<file path="src/rtl/xor_accum_unit_pkg.sv">
// Shared definitions for the bitwise logic / XOR-accumulate execution slot:
// operation encodings and a helper that recognises the reserved op range.
package xor_accum_pkg;

  localparam int OP_W = 3;

  typedef logic [OP_W-1:0] op_t;

  localparam op_t OP_AND  = 3'b000;
  localparam op_t OP_OR   = 3'b001;
  localparam op_t OP_XOR  = 3'b010;
  localparam op_t OP_NOR  = 3'b011;
  localparam op_t OP_XNOR = 3'b100;
  localparam op_t OP_ACC  = 3'b101;
  localparam op_t OP_RSV0 = 3'b110;
  localparam op_t OP_RSV1 = 3'b111;

  // Everything from OP_RSV0 upward is reserved.
  localparam op_t OP_RSV_FIRST = OP_RSV0;

  function automatic logic is_reserved_op(input op_t op);
    return (op >= OP_RSV_FIRST);
  endfunction

endpackage

</file>
<file path="src/rtl/xor_accum_unit_if.sv">
// Operand/result handshake bundle of the logic unit. The producer of operands
// and consumer of results uses the master view; the unit uses the slave view.
interface xor_accum_unit_if
  import xor_accum_pkg::*;
#(
  parameter int WIDTH = 32
);

  logic             in_valid;
  logic             in_ready;
  op_t              op;
  logic [WIDTH-1:0] a;
  logic [WIDTH-1:0] b;
  logic             last;
  logic             out_valid;
  logic             out_ready;
  logic [WIDTH-1:0] out_data;
  logic             out_parity;
  logic             out_err;
  logic             acc_busy;

  modport master (
    output in_valid, op, a, b, last, out_ready,
    input  in_ready, out_valid, out_data, out_parity, out_err, acc_busy
  );

  modport slave (
    input  in_valid, op, a, b, last, out_ready,
    output in_ready, out_valid, out_data, out_parity, out_err, acc_busy
  );

endinterface

</file>
<file path="src/rtl/xor_accum_unit_bitwise_op_core.sv">
// Purely combinational operation core: evaluates the selected bitwise function
// on a/b (and the running accumulator for ACC_XOR) and flags reserved codes.
module bitwise_op_core
  import xor_accum_pkg::*;
#(
  parameter int WIDTH = 32
) (
  input  op_t              i_op,
  input  logic [WIDTH-1:0] i_a,
  input  logic [WIDTH-1:0] i_b,
  input  logic [WIDTH-1:0] i_acc,
  output logic [WIDTH-1:0] o_result,
  output logic             o_err
);

  // Operation select; reserved codes fall back to a^b with the error flag set.
  always_comb begin
    o_result = i_a ^ i_b;
    o_err    = is_reserved_op(i_op);
    case (i_op)
      OP_AND:  o_result = i_a & i_b;
      OP_OR:   o_result = i_a | i_b;
      OP_XOR:  o_result = i_a ^ i_b;
      OP_NOR:  o_result = ~(i_a | i_b);
      OP_XNOR: o_result = ~(i_a ^ i_b);
      OP_ACC:  o_result = i_acc ^ i_a ^ i_b;
      default: o_result = i_a ^ i_b;
    endcase
  end

endmodule

</file>
<file path="src/rtl/xor_accum_unit.sv">
// Registered bitwise logic slot with a multi-beat XOR accumulator. One beat is
// taken per cycle whenever the single output register is free or draining;
// non-last ACC beats only update the accumulator and produce no result.
module xor_accum_unit
  import xor_accum_pkg::*;
#(
  parameter int               WIDTH    = 32,
  parameter logic [WIDTH-1:0] ACC_INIT = '0
) (
  input logic           clk,
  input logic           rst_n,
  xor_accum_unit_if.slave bus
);

  logic [WIDTH-1:0] r_acc;
  logic             r_acc_busy;
  logic             r_out_valid;
  logic [WIDTH-1:0] r_out_data;
  logic             r_out_err;

  logic             w_in_ready;
  logic             w_accept;
  logic             w_is_acc;
  logic             w_produce;
  logic [WIDTH-1:0] w_result;
  logic             w_err;

  bitwise_op_core #(
    .WIDTH (WIDTH)
  ) u_core (
    .i_op     (bus.op),
    .i_a      (bus.a),
    .i_b      (bus.b),
    .i_acc    (r_acc),
    .o_result (w_result),
    .o_err    (w_err)
  );

  // The output register can take a new value when empty or being drained now.
  assign w_in_ready = !r_out_valid || bus.out_ready;
  assign w_accept   = bus.in_valid && w_in_ready;
  assign w_is_acc   = (bus.op == OP_ACC);
  // A beat produces a result unless it is a non-last accumulate beat.
  assign w_produce  = w_accept && (!w_is_acc || bus.last);

  // Output register: load on producing beats, clear valid once drained.
  always_ff @(posedge clk or negedge rst_n) begin
    if (!rst_n) begin
      r_out_valid <= 1'b0;
      r_out_data  <= '0;
      r_out_err   <= 1'b0;
    end else if (w_produce) begin
      r_out_valid <= 1'b1;
      r_out_data  <= w_result;
      r_out_err   <= w_err;
    end else if (bus.out_ready) begin
      r_out_valid <= 1'b0;
    end
  end

  // Accumulator: folds in non-last ACC beats, rearms to ACC_INIT on the last.
  always_ff @(posedge clk or negedge rst_n) begin
    if (!rst_n) begin
      r_acc      <= ACC_INIT;
      r_acc_busy <= 1'b0;
    end else if (w_accept && w_is_acc) begin
      if (bus.last) begin
        r_acc      <= ACC_INIT;
        r_acc_busy <= 1'b0;
      end else begin
        r_acc      <= w_result;
        r_acc_busy <= 1'b1;
      end
    end
  end

  assign bus.in_ready   = w_in_ready;
  assign bus.out_valid  = r_out_valid;
  assign bus.out_data   = r_out_data;
  // Parity is derived from the held result so it stays stable under stall.
  assign bus.out_parity = ^r_out_data;
  assign bus.out_err    = r_out_err;
  assign bus.acc_busy   = r_acc_busy;

endmodule

</file>
<file path="src/flat_wrapper.sv">
// flat-port wrapper written by rule: the top's interface ports become plain ports
module xor_accum_unit_flat import xor_accum_pkg::*;
#(
  parameter int               WIDTH    = 32,
  parameter logic [WIDTH-1:0] ACC_INIT = '0
)
  (clk, rst_n, bus_in_valid, bus_op, bus_a, bus_b, bus_last, bus_out_ready, bus_in_ready, bus_out_valid, bus_out_data, bus_out_parity, bus_out_err, bus_acc_busy);
  xor_accum_unit_if #(.WIDTH(WIDTH)) bus_i ();
  input logic clk;
  input logic rst_n;
  input wire logic [$bits(bus_i.in_valid)-1:0] bus_in_valid;
  input wire logic [$bits(bus_i.op)-1:0] bus_op;
  input wire logic [$bits(bus_i.a)-1:0] bus_a;
  input wire logic [$bits(bus_i.b)-1:0] bus_b;
  input wire logic [$bits(bus_i.last)-1:0] bus_last;
  input wire logic [$bits(bus_i.out_ready)-1:0] bus_out_ready;
  output wire logic [$bits(bus_i.in_ready)-1:0] bus_in_ready;
  output wire logic [$bits(bus_i.out_valid)-1:0] bus_out_valid;
  output wire logic [$bits(bus_i.out_data)-1:0] bus_out_data;
  output wire logic [$bits(bus_i.out_parity)-1:0] bus_out_parity;
  output wire logic [$bits(bus_i.out_err)-1:0] bus_out_err;
  output wire logic [$bits(bus_i.acc_busy)-1:0] bus_acc_busy;
  assign bus_i.in_valid = bus_in_valid;
  assign bus_i.op = bus_op;
  assign bus_i.a = bus_a;
  assign bus_i.b = bus_b;
  assign bus_i.last = bus_last;
  assign bus_i.out_ready = bus_out_ready;
  assign bus_in_ready = bus_i.in_ready;
  assign bus_out_valid = bus_i.out_valid;
  assign bus_out_data = bus_i.out_data;
  assign bus_out_parity = bus_i.out_parity;
  assign bus_out_err = bus_i.out_err;
  assign bus_acc_busy = bus_i.acc_busy;
  xor_accum_unit #(.WIDTH(WIDTH), .ACC_INIT(ACC_INIT)) u_core (.clk(clk), .rst_n(rst_n), .bus(bus_i));
endmodule
</file>
<file path="config.mk">
export PLATFORM = sky130hd
export DESIGN_NAME = xor_accum_unit_flat
export DESIGN_NICKNAME = d
export VERILOG_FILES = /design/src/rtl/xor_accum_unit_pkg.sv /design/src/rtl/xor_accum_unit_if.sv /design/src/rtl/xor_accum_unit_bitwise_op_core.sv /design/src/rtl/xor_accum_unit.sv /design/src/flat_wrapper.sv
export SDC_FILE = /design/constraint.sdc
export NUM_CORES = 1
export LEC_CHECK = 0
export CORE_UTILIZATION = 30
export DETAILED_ROUTE_END_ITERATION = 12
export DONT_BUFFER_PORTS = 1
export GPL_ROUTABILITY_DRIVEN = 1
export HOLD_SLACK_MARGIN = 0.15
export SYNTH_ARGS = -nofsm -noshare
export SYNTH_HDL_FRONTEND = slang
export SYNTH_SLANG_ARGS = --single-unit
</file>
<file path="constraint.sdc">
create_clock -name clk -period 2.6 [get_ports clk]
set_clock_uncertainty 0.1 [all_clocks]
set_input_delay 0.13 -clock clk [delete_from_list [all_inputs] [get_ports clk]]
set_output_delay 0.13 -clock clk [all_outputs]
set_load 0.01 [all_outputs]
</file>
======== Word-level counts from Yosys, hierarchy flattened ========
Index checks and enable logic that the tools add are counted.
word-level totals
  register bits ........................... 67
  output and inout bits ................... 37
  word-level logic and storage cells ...... 32
operators by class
  bitwise operators ....................... 7
  equal/unequal tests ..................... 4
  reductions and logical operators ........ 10
  magnitude comparators ................... 1
  muxes and demuxes ....................... 5
operators by type and width
  cell                  number
  $pmux W32 S5          1
  $xor A32 B32 Y32      3
  $not A32 Y32          2
  $and A32 B32 Y32      1
  $mux W32              1
  $or A32 B32 Y32       1
  $reduce_xor A32 Y1    1
  $eq A3 B3 Y1 const B  2
  $eq A3 B1 Y1 const B  1
  $eq A3 B2 Y1 const B  1
  $ge A3 B3 Y1 const B  1
  $logic_and A1 B1 Y1   3
  $logic_not A3 Y1      1
  $mux W1               3
  $logic_not A1 Y1      2
  $logic_or A1 B1 Y1    2
  $reduce_bool A2 Y1    1

======== Depth between registers and ports, before layout ========
Gate-level depths: netlist (run 1).
  depth after elaboration ................. 5
  depth in mapped cells ................... 8
  depth with buffers taken out ............ 6

======== Modules after synthesis ========
Synthesis (run 1) repeated with hierarchy kept, for this count alone.
second synthesis, totals
  cell total of the unflattened synthesis .. 640
  area, all modules ....................... 6264.8 µm²
modules (own cells, without submodules)
  module           seq. area each (µm²)  times used  area an instance (µm²)  cells each
  bitwise_op_core  0.0                   1           3494.6                  460
  xor_accum_unit   1676.6                1           2770.2                  180

======== Worst setup path after synthesis (run 1) ========
Ideal clock, no wire load.
  kind .................................... register to register
  from .................................... register u_core.r_out_valid (netlist: u_core.bus.out_valid)
  to ...................................... register u_core.r_out_data[29] (netlist: u_core.bus.out_data[29])
  data arrival time ....................... 1.435 ns
  slack ................................... 0.944 ns
  cell stages (with the launch flop) ...... 7
  setup time .............................. 0.121 ns
  clock period less this slack ............ 1.656 ns
  required time ........................... 2.379 ns
  cell sequence ........................... dfrtp_1 -> nand2b_1 -> nand2_1 -> o21bai_2 -> buf_4 -> buf_4 -> a22o_1
between the ends
  longest elaborated chain between the ends .. 4
RTL lines
  element                 RTL line              source
  start, declared         xor_accum_unit.sv:17  logic r_out_valid;
  start signal, assigned  xor_accum_unit.sv:49  r_out_valid <= 1'b0;
  start signal, assigned  xor_accum_unit.sv:53  r_out_valid <= 1'b1;
  start signal, assigned  xor_accum_unit.sv:57  r_out_valid <= 1'b0;
  $logic_not A1 Y1        xor_accum_unit.sv:40  assign w_in_ready = !r_out_valid || bus.out_ready;
  $logic_or A1 B1 Y1      xor_accum_unit.sv:40
  via bus_in_ready        flat_wrapper.sv:17    output wire logic [$bits(bus_i.in_ready)-1:0] bus_in_ready;
  $logic_and A1 B1 Y1     xor_accum_unit.sv:41  assign w_accept = bus.in_valid && w_in_ready;
  $logic_and A1 B1 Y1     xor_accum_unit.sv:44  assign w_produce = w_accept && (!w_is_acc || bus.last);
  end signal, assigned    xor_accum_unit.sv:54  r_out_data <= w_result;
  end, declared           xor_accum_unit.sv:18  logic [WIDTH-1:0] r_out_data;
The timed path passes the listed nets, and every way through them passes these cells.
A chain may end at the register's enable or synchronous reset.

======== Worst setup path after layout (run 1) ========
  from .................................... register u_core.r_out_valid (netlist: u_core.bus.out_valid)
  to ...................................... register u_core.r_out_data[23] (netlist: u_core.bus.out_data[23])
The elaborated chain is that of the path after synthesis.

==> metrics, run 1 <==
Crit path max-delay family compound AO/OA/AOI/OAI gates; postcts setup bufs 0; Hold Worst Slack between 150 and 200 ps; CP peak stage delay between 500 and 600 ps; global-route wire length before repair approximately 26 mm; P_sw approximately 0.0016 W; Setup TNS Final 0 ps; Setup Viol. Count Final 0; H-Tree Depth 3; post-cts sizing count 0; startpoint types flip-flop; Ys Warns 0; FF+latch count, synth 67; RePlAce Congestion a little under 0.8; GRT Residual Overflow 0; syn avg cell area a little under 9 µm²; clock-pin transition on the worst setup and hold timing paths 60 ps; slowest stage cell, crit path dlygate4sd3_1; synth unique cells 27; HPWL after DPL between 9 and 10 mm; Initial Util approximately 31%; PwrDens roughly 700 nW/µm²; Syn Inst Count 638; Hold Fails Final Rpt 0; crit path DAT between 2000 and 2500 ps; Logic pwr share between 30 and 40%; die area approximately 19,000 µm²; RSZ-0062 raised after global routing false; height of the die 139.2 µm; TritonCTS buffer count 9; Total Routing Usage GR between 10% and 20%; Post-Place Worst Slack roughly 620 ps; Tmin final 2344 ps; Critical Path Sink Type flip-flop; commonest cells after routing, fill and taps aside 91 x xnor2_1, 67 x dfrtp_1, 65 x inv_1; f_max 0.4267 GHz; most common cell after layout, fill and taps aside xnor2_1; CP Cell Sequence nand2b_1 > nand2_1 > o21bai_4 > a22o_1 > dlygate4sd3_1; syn nets slightly below 800; clock latency on the worst-skew pair between 300 and 400 ps; initial antenna violation count 0; post-layout worst setup margin 256.4 ps; Crit path buffers/inverters 1; top-level port count between 100 and 150; failing checks DRC; status finished with violations; Cell Area, Synth approximately 5600 µm²; row cnt 49; total number of vias 4,664; clock sinks 67; ant diodes 0; WL/cell about 19 µm; Min-Delay Path Class in2reg; vias in the first global route around 4,700; post-DR vias/cell 5.318; TritonCTS clock tree built; sequential share of power 32.8%; max_cap viols 0; Fillers between 1,500 and 2,000; Max-slew headroom ~30%; Longest Clk Path Bufs 2; Final period util ~90%; Residual DRC 9; pin count of the biggest net entering global routing between 80 and 90; Sw Ratio roughly a third; ratio of cells with drive above 1 in the final layout approximately 4.9%; routed wire length 16.50 mm; clock share of power 31.4%; area delta synth->final 14.39%; Die X between 100 and 150 µm; Leak 2.920 nW; crit-path max FO 40; Final Max Slew Viols 0; drt first pass iters 10; # hold bufs at CTS 29; nets@finish 779; Worst-Margin Slew about 1000 ps; maximum vdd drop 449.0 µV; post-route total power 0.004602 W; Iter 0 DRT Violations 180; r2r setup slk 260 ps; core area roughly 18,000 µm²; Worst Setup Path Type reg2reg; Root Driver clkbuf_16; Critical Path RT between 2000 and 3000 ps; Int Power a little over 0.003 W; antenna viol nets, final 0; sequential-to-total area share from yosys stat 29.71%; Port Buffers 0
## final timing paths
check                                     start  cells past startpoint                 endpoint
max                        u_core.bus.out_valid                      5  u_core.bus.out_data[23]
min                                   bus_op[1]                      3  u_core.bus.out_data[31]
max reg2reg                u_core.bus.out_valid                      5  u_core.bus.out_data[23]
min reg2reg                     u_core.r_acc[2]                      1          u_core.r_acc[2]
max in group asynchronous                 rst_n                      2   u_core.bus.out_data[7]
min in group asynchronous                 rst_n                      2     u_core.bus.out_valid
## layout make-up
type                       instances  area (µm²)  share of cell area, %
multi-input combinational        462        3508                  54.35
timing repair buffer              38       397.9                  6.164
inverter                          65       244.0                  3.780
tap                              229       286.5                  4.439
sequential                        67        1677                  25.97
clock inverter                     7       116.4                  1.803
clock buffer                       9       225.2                  3.489
## tightest hold or removal path, cell delays in order
cell and delay (ps):
a21oi_1 100, o22ai_1 130, a22o_1 190
## power groups by stage
stage	clock network, W	logic, W	registers, W
after floorplan	0	0.00133	0.00147
after global placement	0	0.00157	0.00153
after detailed placement	0	0.00158	0.00153
after CTS	0.00148	0.00168	0.00151
after global routing	0.00152	0.00182	0.00154
final	0.00145	0.00165	0.00151
## flip-flops by register name, indices dropped and copies added, names as in the netlist
signal / flops
u_core.bus.acc_busy: 1
u_core.bus.out_data: 32
u_core.bus.out_err: 1
u_core.bus.out_valid: 1
u_core.r_acc: 32
## per-layer routing
| layer | vias to the layer above | GRT usage, % | share of wire (%) | routed length, µm |
|---|---|---|---|---|
| met5 | - | 0 | 0 | 0 |
| met4 | 0 | 5.848 | 1.8 | 290 |
| met3 | 19 | 5.456 | 7.6 | 1256 |
| met2 | 147 | 28.73 | 46 | 7508 |
| met1 | 2263 | 22.22 | 45 | 7442 |
| li1 | 2235 | - | - | - |
## cells by family after synthesis
kind of cell	share of synthesized area, %
AO/OA/AOI/OAI	24.63
buffers and inverters	8.448
AND/OR/NAND/NOR	8.271
XOR/XNOR	14.74
flip-flops	29.71
adder cells (fa/ha/maj)	14.19
## synth_stat cells
master / number / area, µm²
xnor2_1: 91 / 797.0
dfrtp_1: 67 / 1677
inv_1: 65 / 244.0
a22o_1: 64 / 560.5
ha_1: 64 / 800.8
nor2_1: 64 / 240.2
o21ai_0: 33 / 165.2
a21oi_1: 32 / 160.2
a2bb2oi_1: 32 / 280.3
nor3_1: 32 / 160.2
o22ai_1: 32 / 200.2
clkbuf_1: 21 / 78.83
buf_2: 12 / 60.06
buf_6: 5 / 56.30
nand2_1: 5 / 18.77
buf_4: 4 / 30.03
xor2_1: 4 / 35.03
buf_1: 2 / 7.510
a21o_1: 1 / 7.510
nand2_2: 1 / 6.260
nand2b_1: 1 / 6.260
nand4_1: 1 / 6.260
nor2b_1: 1 / 6.260
nor3_4: 1 / 16.27
o21ai_1: 1 / 5.000
o21bai_2: 1 / 11.26
or2_1: 1 / 6.260
## metrics by stage
| stage | utilization [%] | instance area (µm²) | std cells |
|---|---|---|---|
| final | 35.45 | 6455 | 877 |
| after global routing | 35.45 | 6455 | 877 |
| after CTS | 35.45 | 6455 | 877 |
| after detailed placement | 31.83 | 5796 | 832 |
| after global placement | 31.83 | 5796 | 832 |
| after floorplan | - | 5643 | 638 |
Power figures use the tool's default switching activity.
==> run 2: changes to the inputs <==
- BUFFER_PORTS_ARGS: not set -> -buffer_cell sky130_fd_sc_hd__clkbuf_2
- DONT_BUFFER_PORTS: 1 -> not set
==> run 2 against run 1 <==
Compared with the run above:
- the run still ends with DRC left
- count of clock-buffer cells in the layout is 2 higher
- sequential cell count is the same
- combinational power up 19%
- via count up 3.8%
- fmax grew 9.1%
- setup slack gained 200 ps
- wire length fell by 4.1%
- clock power is 3% lower
- global-route usage is 1.1 points lower
- critical endpoint is now bus_out_parity
- largest power group unchanged
==> metrics, run 2 (synthesis gave the netlist of run 1 again) <==
Min-Delay Path Class in2reg; Crit path max-delay family XOR/XNOR gates; height of the die 139.2 µm (unchanged); startpoint types flip-flop; post-DR vias/cell 5.022 (-5.6%); Critical Path RT 2370 ps (-350 ps); Final period util 82.63% (-7.5 points); clock-pin transition on the worst setup and hold timing paths 60 ps (about the same); crit-path max FO 3 (-93%); die area 19,360 µm² (unchanged); crit path DAT 1920 ps (-540 ps); crit path to bus_out_parity; core area 18,210 µm² (unchanged); HPWL after DPL 10.94 mm (+11%); maximum vdd drop 313.4 µV (-30%); FF+latch area 1677 µm² (unchanged); most common cell after layout, fill and taps aside clkbuf_2; failing checks DRC; H-Tree Depth 3 (unchanged); Worst-Margin Slew 902.0 ps (-143.7 ps); Port Buffers 108 (+108); commonest cells after routing, fill and taps aside 106 x clkbuf_2, 91 x xnor2_1, 67 x dfrtp_1, 65 x inv_1; f_max 0.4655 GHz (+9.1%); Top cell by count, worst path xnor2_1; Longest Clk Path Bufs 2 (unchanged); Total Routing Usage GR 16.57% (-1.1 points); Max-slew headroom 39.87% (+9.8 points); clock sinks 67 (unchanged); clock latency on the worst-skew pair 330 ps (about the same); Worst Hold Depth 6 (+3); Root Driver clkbuf_16; max_cap viols 0 (unchanged); non-filler cells, final 964 (+9.9%); Hold Fails Final Rpt 0 (unchanged); Iter 0 DRT Violations 304 (+69%); Initial Util 30.99% (unchanged); Critical Path Sink Type primary output; pin count of the biggest net entering global routing 68 (-22%); vias in the first global route 4,637 (-1.9%); PwrDens 714.0 nW/µm² (+0.14%); RR Endpoint u_core.bus.out_data[6]; GRT Residual Overflow 0 (unchanged); R2R Path Start u_core.bus.out_valid; antenna viol nets, final 0 (unchanged); TritonCTS clock tree built; Multi-input gate area 3508 µm² (unchanged); Register-to-Register Path Depth 6 (+1); Tmin final 2148 ps (-195.2 ps); Fillers 1,840 (+0.44%); CP peak stage delay 400 ps (-150 ps); r2r setup slk 920 ps (+660 ps); Worst Setup Path Type reg2out; WL/cell 16.42 µm (-13%); TritonCTS buffer count 9 (unchanged); ratio of cells with drive above 1 in the final layout 19.32% (+14 points); row cnt 49 (unchanged); CP Cell Sequence xor2_1 > xnor2_1 > xnor2_1 > xnor2_1 > xnor2_1 > clkbuf_2; drt first pass iters 10 (unchanged); routed wire length 15.83 mm (-4.1%); Die X 139.2 µm (unchanged); slowest stage cell, crit path dfrtp_1; status finished with violations; WP depth 6 (+1); RePlAce Congestion 0.7568 (-1.7%); Leak 3.283 nW (+12%); Inst Count DP 946 (+14%); Setup Viol. Count Final 0 (unchanged); initial antenna violation count 0 (unchanged); area delta synth->final 19.82%; Setup TNS Final 0 ps (unchanged); CP Launch Point u_core.bus.out_data[31]; Crit path buffers/inverters 1 (unchanged); total number of vias 4,841 (+3.8%); global-route wire length before repair 25.13 mm (-4.7%); ant diodes 0 (unchanged); top-level port count 109 (unchanged); RSZ-0062 raised after global routing false; Final Max Slew Viols 0 (unchanged); nets@finish 866 (+11%); Residual DRC 9 (unchanged)
==> run 2: cell types whose count changed in the layout (fill, tap and decap cells not counted), sizes merged <==
cell	before	now
buf	11	17
clkbuf	9	117
clkinv	3	2
clkinvlp	1	0
dlygate4sd3	27	2
==> run 2: worst register-to-register path: stages (launching register included) <==
cell and delay [ps]:
dfrtp_1 350, nand2b_1 130, nand2_1 170, o21bai_4 150, buf_4 360, nor2_1 110
a22o_1 200
==> run 2: repair_timing <==
| item | in CTS | in global routing |
|---|---|---|
| endpoints found under the hold margin | 68 | 0 |
| hold buffers | 2 | 0 |
| setup buffers | 0 | 0 |
| resized for setup | 0 | 0 |
==> run 2: worst min-delay path by stage <==
stage / startpoint / endpoint / slack, ps
global route: bus_a[15] / u_core.bus.out_data[15] / 300
floorplan: rst_n / u_core.bus.acc_busy / -270
global placement: rst_n / u_core.bus.out_err / 240
CTS: bus_a[27] / u_core.bus.out_data[27] / 280
finish: bus_a[27] / u_core.bus.out_data[27] / 280
detailed placement: rst_n / u_core.bus.out_valid / 230
==> run 2: layout make-up <==
cell class,instances,area share [%]
Clock buffer,11,3.590
Multi-Input combinational cell,462,51.89
Sequential cell,67,24.80
Clock inverter,5,1.480
Inverter,65,3.608
Tap cell,229,4.238
Timing Repair Buffer,125,10.40
==> run 2: stage by stage <==
step	util, %	setup slack [ps]	total power (W)	area, µm²	hold slack, ps
finish	37.13	451.6	0.004828	6761	276.4
global route	37.13	260.8	0.005133	6761	303.1
CTS	37.13	381.9	0.004895	6761	281.5
detailed placement	35.14	492.3	0.003450	6399	234.4
global placement	35.14	539.1	0.003432	6399	235.7
floorplan	-	944.4	0.002802	5643	-265.6
==> run 2: routing by layer <==
metal	track usage, %	vias up	wire length, µm
li1	-	2404	-
met1	22.47	2289	7514
met2	27.11	138	7252
met3	3.557	10	942
met4	3.216	0	118
met5	0	-	0
==> run 2: where the power goes <==
part	total (W)	switching, W	internal, W	leakage [nW]
clock	0.00141	0.000454	0.000960	0.169
sequential	0.00145	0.000201	0.00125	0.843
combinational	0.00196	0.000977	0.000983	2.27
total	0.00483	0.00163	0.00320	3.28
